**src/rtl/fft_frame_loader.sv**
```systemverilog
// Streaming-to-parallel ping-pong frame buffer: assembles 8-sample frames from a
// valid/ready sample stream and presents each complete frame on a0..a7.
module fft_frame_loader #(
    parameter int unsigned N = 4
) (
    input  logic            clk,
    input  logic            rst,
    input  logic [2**N-1:0] in_data,
    input  logic            in_valid,
    input  logic            in_sof,
    output logic            in_ready,
    output logic [2**N-1:0] a0,
    output logic [2**N-1:0] a1,
    output logic [2**N-1:0] a2,
    output logic [2**N-1:0] a3,
    output logic [2**N-1:0] a4,
    output logic [2**N-1:0] a5,
    output logic [2**N-1:0] a6,
    output logic [2**N-1:0] a7,
    output logic            out_valid,
    input  logic            out_ready,
    output logic            sof_err
);

    localparam int unsigned W     = 2**N;
    localparam int unsigned DEPTH = 8;
    localparam int unsigned IW    = 3;

    logic [W-1:0]  bank_q [2][DEPTH];
    logic [W-1:0]  bank_d [2][DEPTH];
    logic [W-1:0]  a_q    [DEPTH];
    logic [W-1:0]  a_d    [DEPTH];
    logic [1:0]    full_q, full_d;
    logic          wbank_q, wbank_d;
    logic          rbank_q, rbank_d;
    logic [IW-1:0] widx_q, widx_d;
    logic          sof_err_q, sof_err_d;
    logic          accept, take;

    assign accept = in_valid && !full_q[wbank_q];
    assign take   = full_q[rbank_q] && out_ready;

    // Next-state: frame take and sample accept always hit different banks.
    always_comb begin
        bank_d    = bank_q;
        full_d    = full_q;
        wbank_d   = wbank_q;
        rbank_d   = rbank_q;
        widx_d    = widx_q;
        sof_err_d = 1'b0;
        a_d       = a_q;

        if (take) begin
            full_d[rbank_q] = 1'b0;
            rbank_d         = ~rbank_q;
        end

        if (accept) begin
            if (in_sof && (widx_q != IW'(0))) begin
                // Restart the frame: drop the partial, this sample becomes slot 0.
                bank_d[wbank_q][0] = in_data;
                widx_d             = IW'(1);
                sof_err_d          = 1'b1;
            end else begin
                bank_d[wbank_q][widx_q] = in_data;
                widx_d                  = widx_q + IW'(1);
                if (widx_q == IW'(DEPTH - 1)) begin
                    full_d[wbank_q] = 1'b1;
                    wbank_d         = ~wbank_q;
                end
            end
        end

        if (full_d[rbank_d]) begin
            a_d = bank_d[rbank_d];
        end
    end

    always_ff @(posedge clk or negedge rst) begin
        if (!rst) begin
            for (int b = 0; b < 2; b++) begin
                for (int i = 0; i < DEPTH; i++) begin
                    bank_q[b][i] <= '0;
                end
            end
            for (int i = 0; i < DEPTH; i++) begin
                a_q[i] <= '0;
            end
            full_q    <= '0;
            wbank_q   <= 1'b0;
            rbank_q   <= 1'b0;
            widx_q    <= '0;
            sof_err_q <= 1'b0;
        end else begin
            bank_q    <= bank_d;
            a_q       <= a_d;
            full_q    <= full_d;
            wbank_q   <= wbank_d;
            rbank_q   <= rbank_d;
            widx_q    <= widx_d;
            sof_err_q <= sof_err_d;
        end
    end

    assign in_ready  = !full_q[wbank_q];
    assign out_valid = full_q[rbank_q];
    assign sof_err   = sof_err_q;
    assign a0 = a_q[0];
    assign a1 = a_q[1];
    assign a2 = a_q[2];
    assign a3 = a_q[3];
    assign a4 = a_q[4];
    assign a5 = a_q[5];
    assign a6 = a_q[6];
    assign a7 = a_q[7];

endmodule

```
**config.mk**
```make
export PLATFORM = sky130hd
export DESIGN_NAME = fft_frame_loader
export DESIGN_NICKNAME = d
export VERILOG_FILES = /design/src/rtl/fft_frame_loader.sv
export SDC_FILE = /design/constraint.sdc
export NUM_CORES = 1
export LEC_CHECK = 0
export ABC_AREA = 1
export CAP_MARGIN = 20
export CORE_UTILIZATION = 35
export CTS_CLUSTER_DIAMETER = 80
export DETAILED_ROUTE_END_ITERATION = 6
export GPL_ROUTABILITY_DRIVEN = 0
export PLACE_DENSITY = 0.61
export SETUP_SLACK_MARGIN = 0.1
export SYNTH_ARGS = -nofsm -noshare
export SYNTH_HDL_FRONTEND = slang
export SYNTH_SLANG_ARGS = --single-unit
```
**constraint.sdc**
```tcl
create_clock -name clk -period 5.2 [get_ports clk]
set_input_delay 1.3 -clock clk [delete_from_list [all_inputs] [get_ports clk]]
set_output_delay 1.3 -clock clk [all_outputs]
set_load 0.02 [all_outputs]
```
==> run metrics, run 1 <==
Slew Limit Fails=0; leakage power figure=11.64 nW; Avg Cell Area, Syn=7.559 sq um; slowest CP cell=o21ai_4; setup TNS=0 ns; Most common cell on crit path=nand2_1; Area contributors post-synth=dfrtp_1 (50%), nand2_1 (18%), nand3_1 (13%), and2_1 (7.1%), inv_1 (5.0%); Mapped Area=19660 sq um; WP buf/inv=3; layout cells sized above 1=4.364%; Yosys reg bits=392; Least-Margin Pin Slew=1.094 ns; nature of the critical path endpoint=flip-flop; Total GRT Usage=20.97%; clock tree sinks=392; CTS Hold Bufs=0; Logic pwr share=45.4%; Die Y=239.0 um; max incr delay on CP=0.78 ns; drt total wl=58800 um; Mapped Cells=2601; Hold WC Path Type=flip-flop to flip-flop; Clock Skew=0.01452 ns; number of buffers created by CTS=44; f_max=279.3 MHz; RSZ-0062 raised after global routing=false; status=finished clean; xor-xnor portion of the synthesized cell area=0%; relative slew slack=26.64%; # placed instances=3377; most frequent cell after synthesis=nand2_1; CTS H-tree lvls=2; final critical path time including I/O delays and setup=3.580 ns; CP Class=input port to flip-flop; Post-synth top cells=nand2_1 (924), nand3_1 (524), dfrtp_1 (392), inv_1 (264), and2_1 (224); Final nets=2699; Die Width=239.0 um; Final Hold Fails=0; internal power=8.515 mW; Critical Path Start Type=input port; initial antenna violation count=0; area of the die=57120 sq um; Iteration-0 DRC Markers=1597; Synth Area in Adders=0.1909%; hold_ws=0.4673 ns; synth unique cells=24; number of remaining DRC errors=0; largest net degree at the start of global routing=130; Area growth syn-to-layout=17.91%; worst vdd rail ir drop=0.0003768 V; part of the power in registers=33.4%; starting density of the core=35.55%; CP top delay family=buffers and inverters; I/O pins=152; CP arrival=4.08 ns; CTS clk-pin slew, worst paths=0.06 ns; Max Cap Viol=0; syn_nets=2625; # rows=86; Clk pwr share=21.2%; worst skew pair latency=0.58 ns; compound-gate portion of the synthesized area=1.088%; critical-path cell list=clkdlybuf4s50_1 > inv_1 > o21bai_1 > nand2_4 > o21ai_4 > buf_4 > nand2_1 > nand2_1; root buf cell=clkbuf_16; largest family of logic cells by synthesized area=simple AND/OR/NAND/NOR gates; CP Data Required Time=5.70 ns; GRT overflow=0; Post-Layout Cell Count=3452; Pwr Density=629.0 nW/um^2; Synth async-reset ratio=100.0%; TritonCTS clock tree=yes; crit-path max FO=48; post-cts resize count=0; Core ar.=55310 sq um; antenna-violating nets left=0; dpl hpwl=34810 um; sw frac=41.60%; Post-synth EDFFs=0; drt wl/cell=17.03 um; simple-gate share of the synthesized area=39.76%; sequential-to-total area share from yosys stat=49.89%; Top FF cell, synth=dfrtp_1; first-pass GRT wire length=94480 um; CTS Buffer Depth=3; drt pass-1 iters=6; via count=17187; port bufs=151; cell accounting for the most synthesized area=dfrtp_1; period utilization=68.86%; number of global-route vias before repair=17111; switching power=6.066 mW; number of diodes=0; post-synthesis mux area share=0%; share of the synthesized area in the top cell type=49.89%; post-CTS setup repair buffer count=0; Syn. warnings=0; final setup fails=0; via/cell ratio=4.979
-- path summary, 6_finish.rpt --
path / slack (ns) / startpoint / end / depth (start not counted)
min in group asynchronous: 0.77 / rst / a1[6]$_DFFE_PN0P_ / 1
max reg2reg: 1.88 / widx_q[0]$_DFFE_PN0N_ / a2[0]$_DFFE_PN0P_ / 13
min reg2reg: 0.47 / a2[3]$_DFFE_PN0P_ / a2[3]$_DFFE_PN0P_ / 2
min: 0.47 / a2[3]$_DFFE_PN0P_ / a2[3]$_DFFE_PN0P_ / 2
max in group asynchronous: 3.35 / rst / a4[9]$_DFFE_PN0P_ / 2
max: 1.62 / out_ready / a6[0]$_DFFE_PN0P_ / 8
-- placed cells by master (no fill, tap or decap), types with 26 or more instances in the layout --
cell,n
and2_1,224
buf_4,26
clkbuf_16,46
clkdlybuf4s50_1,150
dfrtp_1,391
inv_1,263
nand2_1,922
nand3_1,524
nand4_1,32
o21ai_0,37
-- through the flow --
stage          utilization [%]  total power [mW]  area (sq um)  setup WS (ns)
3_5_place_dp             39.37             11.53         21770          1.088
2_1_floorplan                -             9.212         19660          2.710
6_report                 41.91             14.58         23180          1.620
3_3_place_gp             39.35             11.40         21770          1.114
4_1_cts                  41.91             14.70         23180          1.677
5_1_grt                  41.91             15.72         23180          1.456
-- state kept, by name (all words and copies together) (netlist names) --
register / flops
a0: 16
a1: 16
a2: 16
a3: 16
a4: 16
a5: 16
a6: 16
a7: 16
bank_q: 256
full_q: 2
rbank_q: 1
sof_err: 1
wbank_q: 1
widx_q: 3
-- layout make-up --
type	count	area, sq um
fill	5611	32130
inverter	281	1057
tap	748	935.9
clock buffer	68	1334
multi-input combinational	1771	8098
clock inverter	7	75.07
timing repair buffer	185	1872
sequential	392	9811
-- worst register-to-register path, delay by kind of cell, from the launching register on --
family          cells  cell delay (ns)
buf+inv             4             1.40
compound gates      1             0.08
flops               1             0.45
simple gates        7             1.05
fa+ha+maj           1             0.28
-- routing by layer --
layer | part of all wire, % | vias to the layer above | track usage, %
met3 | 7.1 | 122 | 4.134
met2 | 45 | 566 | 32.39
met4 | 3.8 | 0 | 8.916
met1 | 44 | 8245 | 28.57
li1 | - | 8254 | -
met5 | 0 | - | 0
-- cells by family after synthesis --
group                      Yosys count
and+or+nand+nor                   1727
buffers and inverters              438
DFF                                392
AOI/OAI and AO/OA                   41
adders and majority gates            3
-- power groups by stage --
stage / registers [mW] / clock network, mW / logic [mW]
6_report: 4.86 / 3.09 / 6.63
5_1_grt: 5.00 / 3.28 / 7.44
4_1_cts: 4.88 / 3.16 / 6.65
3_5_place_dp: 4.92 / 0 / 6.60
3_3_place_gp: 4.89 / 0 / 6.52
2_1_floorplan: 5.25 / 0 / 3.96
Power figures use the tool's default switching activity.
==> inputs of run 2 (changes only) <==
==> constraint.sdc (replaced) <==
create_clock -name clk -period 3.5 [get_ports clk]
set_input_delay 0.875 -clock clk [delete_from_list [all_inputs] [get_ports clk]]
set_output_delay 0.875 -clock clk [all_outputs]
set_load 0.02 [all_outputs]
==> run 2 against run 1 <==
  * Non-clock buffer count is 32 higher
  * Flip-flop and latch count stayed put
  * Critical endpoint is now in_ready
  * Wire length is 0.89% higher
  * Largest cell class unchanged
  * Clock power is 45% higher
  * Sequential share of layout area is 0.48 points lower
  * Setup slack worse by 1.3 ns
  * Register-to-register slack worse by 1.1 ns
  * Via count is 1.6% higher
  * Sequential power is 50% higher
==> run metrics, run 2 (synthesis results as in run 1) <==
worst vdd rail ir drop=0.0005107 V (+36%); first-pass GRT wire length=94400 um (about the same); CTS H-tree lvls=2 (unchanged); CTS clk-pin slew, worst paths=0.06 ns (about the same); Clk pwr share=20.6% (-0.6 points); CP Class=flip-flop to output pin; GRT overflow=0 (unchanged); CTS Buffer Depth=3 (unchanged); I/O pins=152 (unchanged); largest reg by FF count=bank_q; crit path from=wbank_q$_DFFE_PN0P_; part of the power in registers=33.6% (+0.2 points); Reg area=9811 sq um (unchanged); CP Data Required Time=2.62 ns (-3.08 ns); R2R Path End=a0[11]$_DFFE_PN0P_; dpl hpwl=36820 um (+5.8%); number of buffers created by CTS=44 (unchanged); relative slew slack=39.15% (+13 points); number of diodes=0 (unchanged); Area growth syn-to-layout=19.26%; final setup fails=0 (unchanged); worst r2r path cells=10 (-3); leading cell types in the layout, fill and taps excluded=nand2_1 (922), nand3_1 (524), dfrtp_1 (391), inv_1 (263), and2_1 (224); Largest register FFs=256 (unchanged); antenna-violating nets left=0 (unchanged); number of global-route vias before repair=17137 (+0.15%); DP Area=22080 sq um (+1.4%); area of the die=57120 sq um (unchanged); CP arrival=2.27 ns (-1.81 ns); Post-Layout Cell Count=3488 (+1.0%); root buf cell=clkbuf_16; flop-to-flop setup slack=0.75 ns (-1.13 ns); Pwr Density=925.6 nW/um^2 (+47%); critical-path cell list=nand2_1 > o21a_1 > clkdlybuf4s50_1; Core ar.=55310 sq um (unchanged); drt total wl=59330 um (+0.89%); layout cells sized above 1=5.438% (+1.1 points); Least-Margin Pin Slew=0.9094 ns (-0.1843 ns); worst skew pair latency=0.58 ns (about the same); sw frac=41.52% (-0.083 points); Design Area, Final=23450 sq um (+1.1%); via count=17458 (+1.6%); port bufs=151 (unchanged); Filler cells=5603 (-0.14%); total power=21.70 mW (+49%); nature of the critical path endpoint=output pin; internal power=12.69 mW (+49%); largest net degree at the start of global routing=90 (-31%); Iteration-0 DRC Markers=1607 (+0.63%); Slew Limit Fails=0 (unchanged); Final Hold Fails=0 (unchanged); max incr delay on CP=0.78 ns (about the same); f_max=318.1 MHz; slowest CP cell=dfrtp_2; RSZ-0062 raised after global routing=false; drt pass-1 iters=5 (-1); crit-path max FO=32 (-33%); switching power=9.011 mW (+49%); status=finished clean; CP Capture Point=in_ready; Die Y=239.0 um (unchanged); initial antenna violation count=0 (unchanged); pre-CTS setup slack=0.3509 ns (-0.7368 ns); # rows=86 (unchanged); Clock Skew=0.01697 ns (+0.002447 ns); starting density of the core=35.55% (unchanged); multi-input combinational cell area=8098 sq um (unchanged); clock tree sinks=392 (unchanged); setup TNS=0 ns (unchanged); Die Width=239.0 um (unchanged); Max Cap Viol=0 (unchanged); Final nets=2731 (+1.2%); CTS Hold Bufs=0 (unchanged); post-cts resize count=0 (unchanged); leakage power figure=11.80 nW (+1.4%); TritonCTS clock tree=yes; number of remaining DRC errors=0 (unchanged); worst r2r src=wbank_q$_DFFE_PN0P_; drt wl/cell=17.01 um (-0.15%); post-CTS setup repair buffer count=0 (unchanged); # placed instances=3409 (+0.95%); Total GRT Usage=20.98% (about the same); period utilization=89.81%; final critical path time including I/O delays and setup=3.143 ns; via/cell ratio=5.005 (+0.53%); setup ws final=0.3566 ns (-1.263 ns); Hold WC Path Type=input port to async pin; Critical Path Start Type=flip-flop; most common cell after layout, fill and taps aside=nand2_1; Logic pwr share=45.7% (+0.3 points)
-- run 2: changes by cell type in the layout (fill, tap and decap cells not counted), sizes merged --
cell    delta
buf       +32
bufinv     -1
clkbuf     +5
clkinv     +1
inv        -1
-- run 2: per-stage QoR --
| stage | utilization (%) | hold WS, ns |
|---|---|---|
| 6_report | 42.39 | 0.1997 |
| 5_1_grt | 42.39 | 0.2163 |
| 4_1_cts | 42.39 | 0.1993 |
| 3_5_place_dp | 39.91 | 0.4602 |
| 3_3_place_gp | 39.91 | 0.4576 |
| 2_1_floorplan | - | 0.4870 |
-- run 2: how the worst min path moves through the flow --
stage                                from                     to  cells past startpoint
global placement        a3[2]$_DFFE_PN0P_      a3[2]$_DFFE_PN0P_                      2
global route                          rst     a1[10]$_DFFE_PN0P_                      1
CTS                                   rst  bank_q[231]$_DFF_PN0_                      1
finish                                rst      a1[7]$_DFFE_PN0P_                      1
floorplan           bank_q[112]$_DFF_PN0_  bank_q[112]$_DFF_PN0_                      2
detailed placement      a2[0]$_DFFE_PN0P_      a2[0]$_DFFE_PN0P_                      2
-- run 2: layer usage --
layer | global-route usage, % | part of all wire, %
met2 | 33.67 | 46
met1 | 28.63 | 45
met4 | 7.032 | 3.0
met3 | 3.510 | 6.2
met5 | 0 | 0
-- run 2: layout make-up --
class,instances,area share [%]
sequential,392,41.84
multi-input combinational,1771,34.54
timing repair buffer,217,9.274
clock buffer,73,5.720
inverter,281,4.509
tap,748,3.991
clock inverter,6,0.1281
-- run 2: critical path, delay by kind of cell, from the launching register on --
family	cells	cell delay [ns]
flops	1	0.78
buf+inv	1	0.54
simple gates	1	0.19
compound gates	1	0.18
-- run 2: power by group through the flow --
stage | sequential, mW | clock (mW) | combinational (mW)
floorplan | 7.80 | 0 | 5.89
global placement | 7.32 | 0 | 9.76
detailed placement | 7.37 | 0 | 9.92
CTS | 7.32 | 4.57 | 9.99
global route | 7.49 | 4.75 | 11.1
finish | 7.30 | 4.48 | 9.93
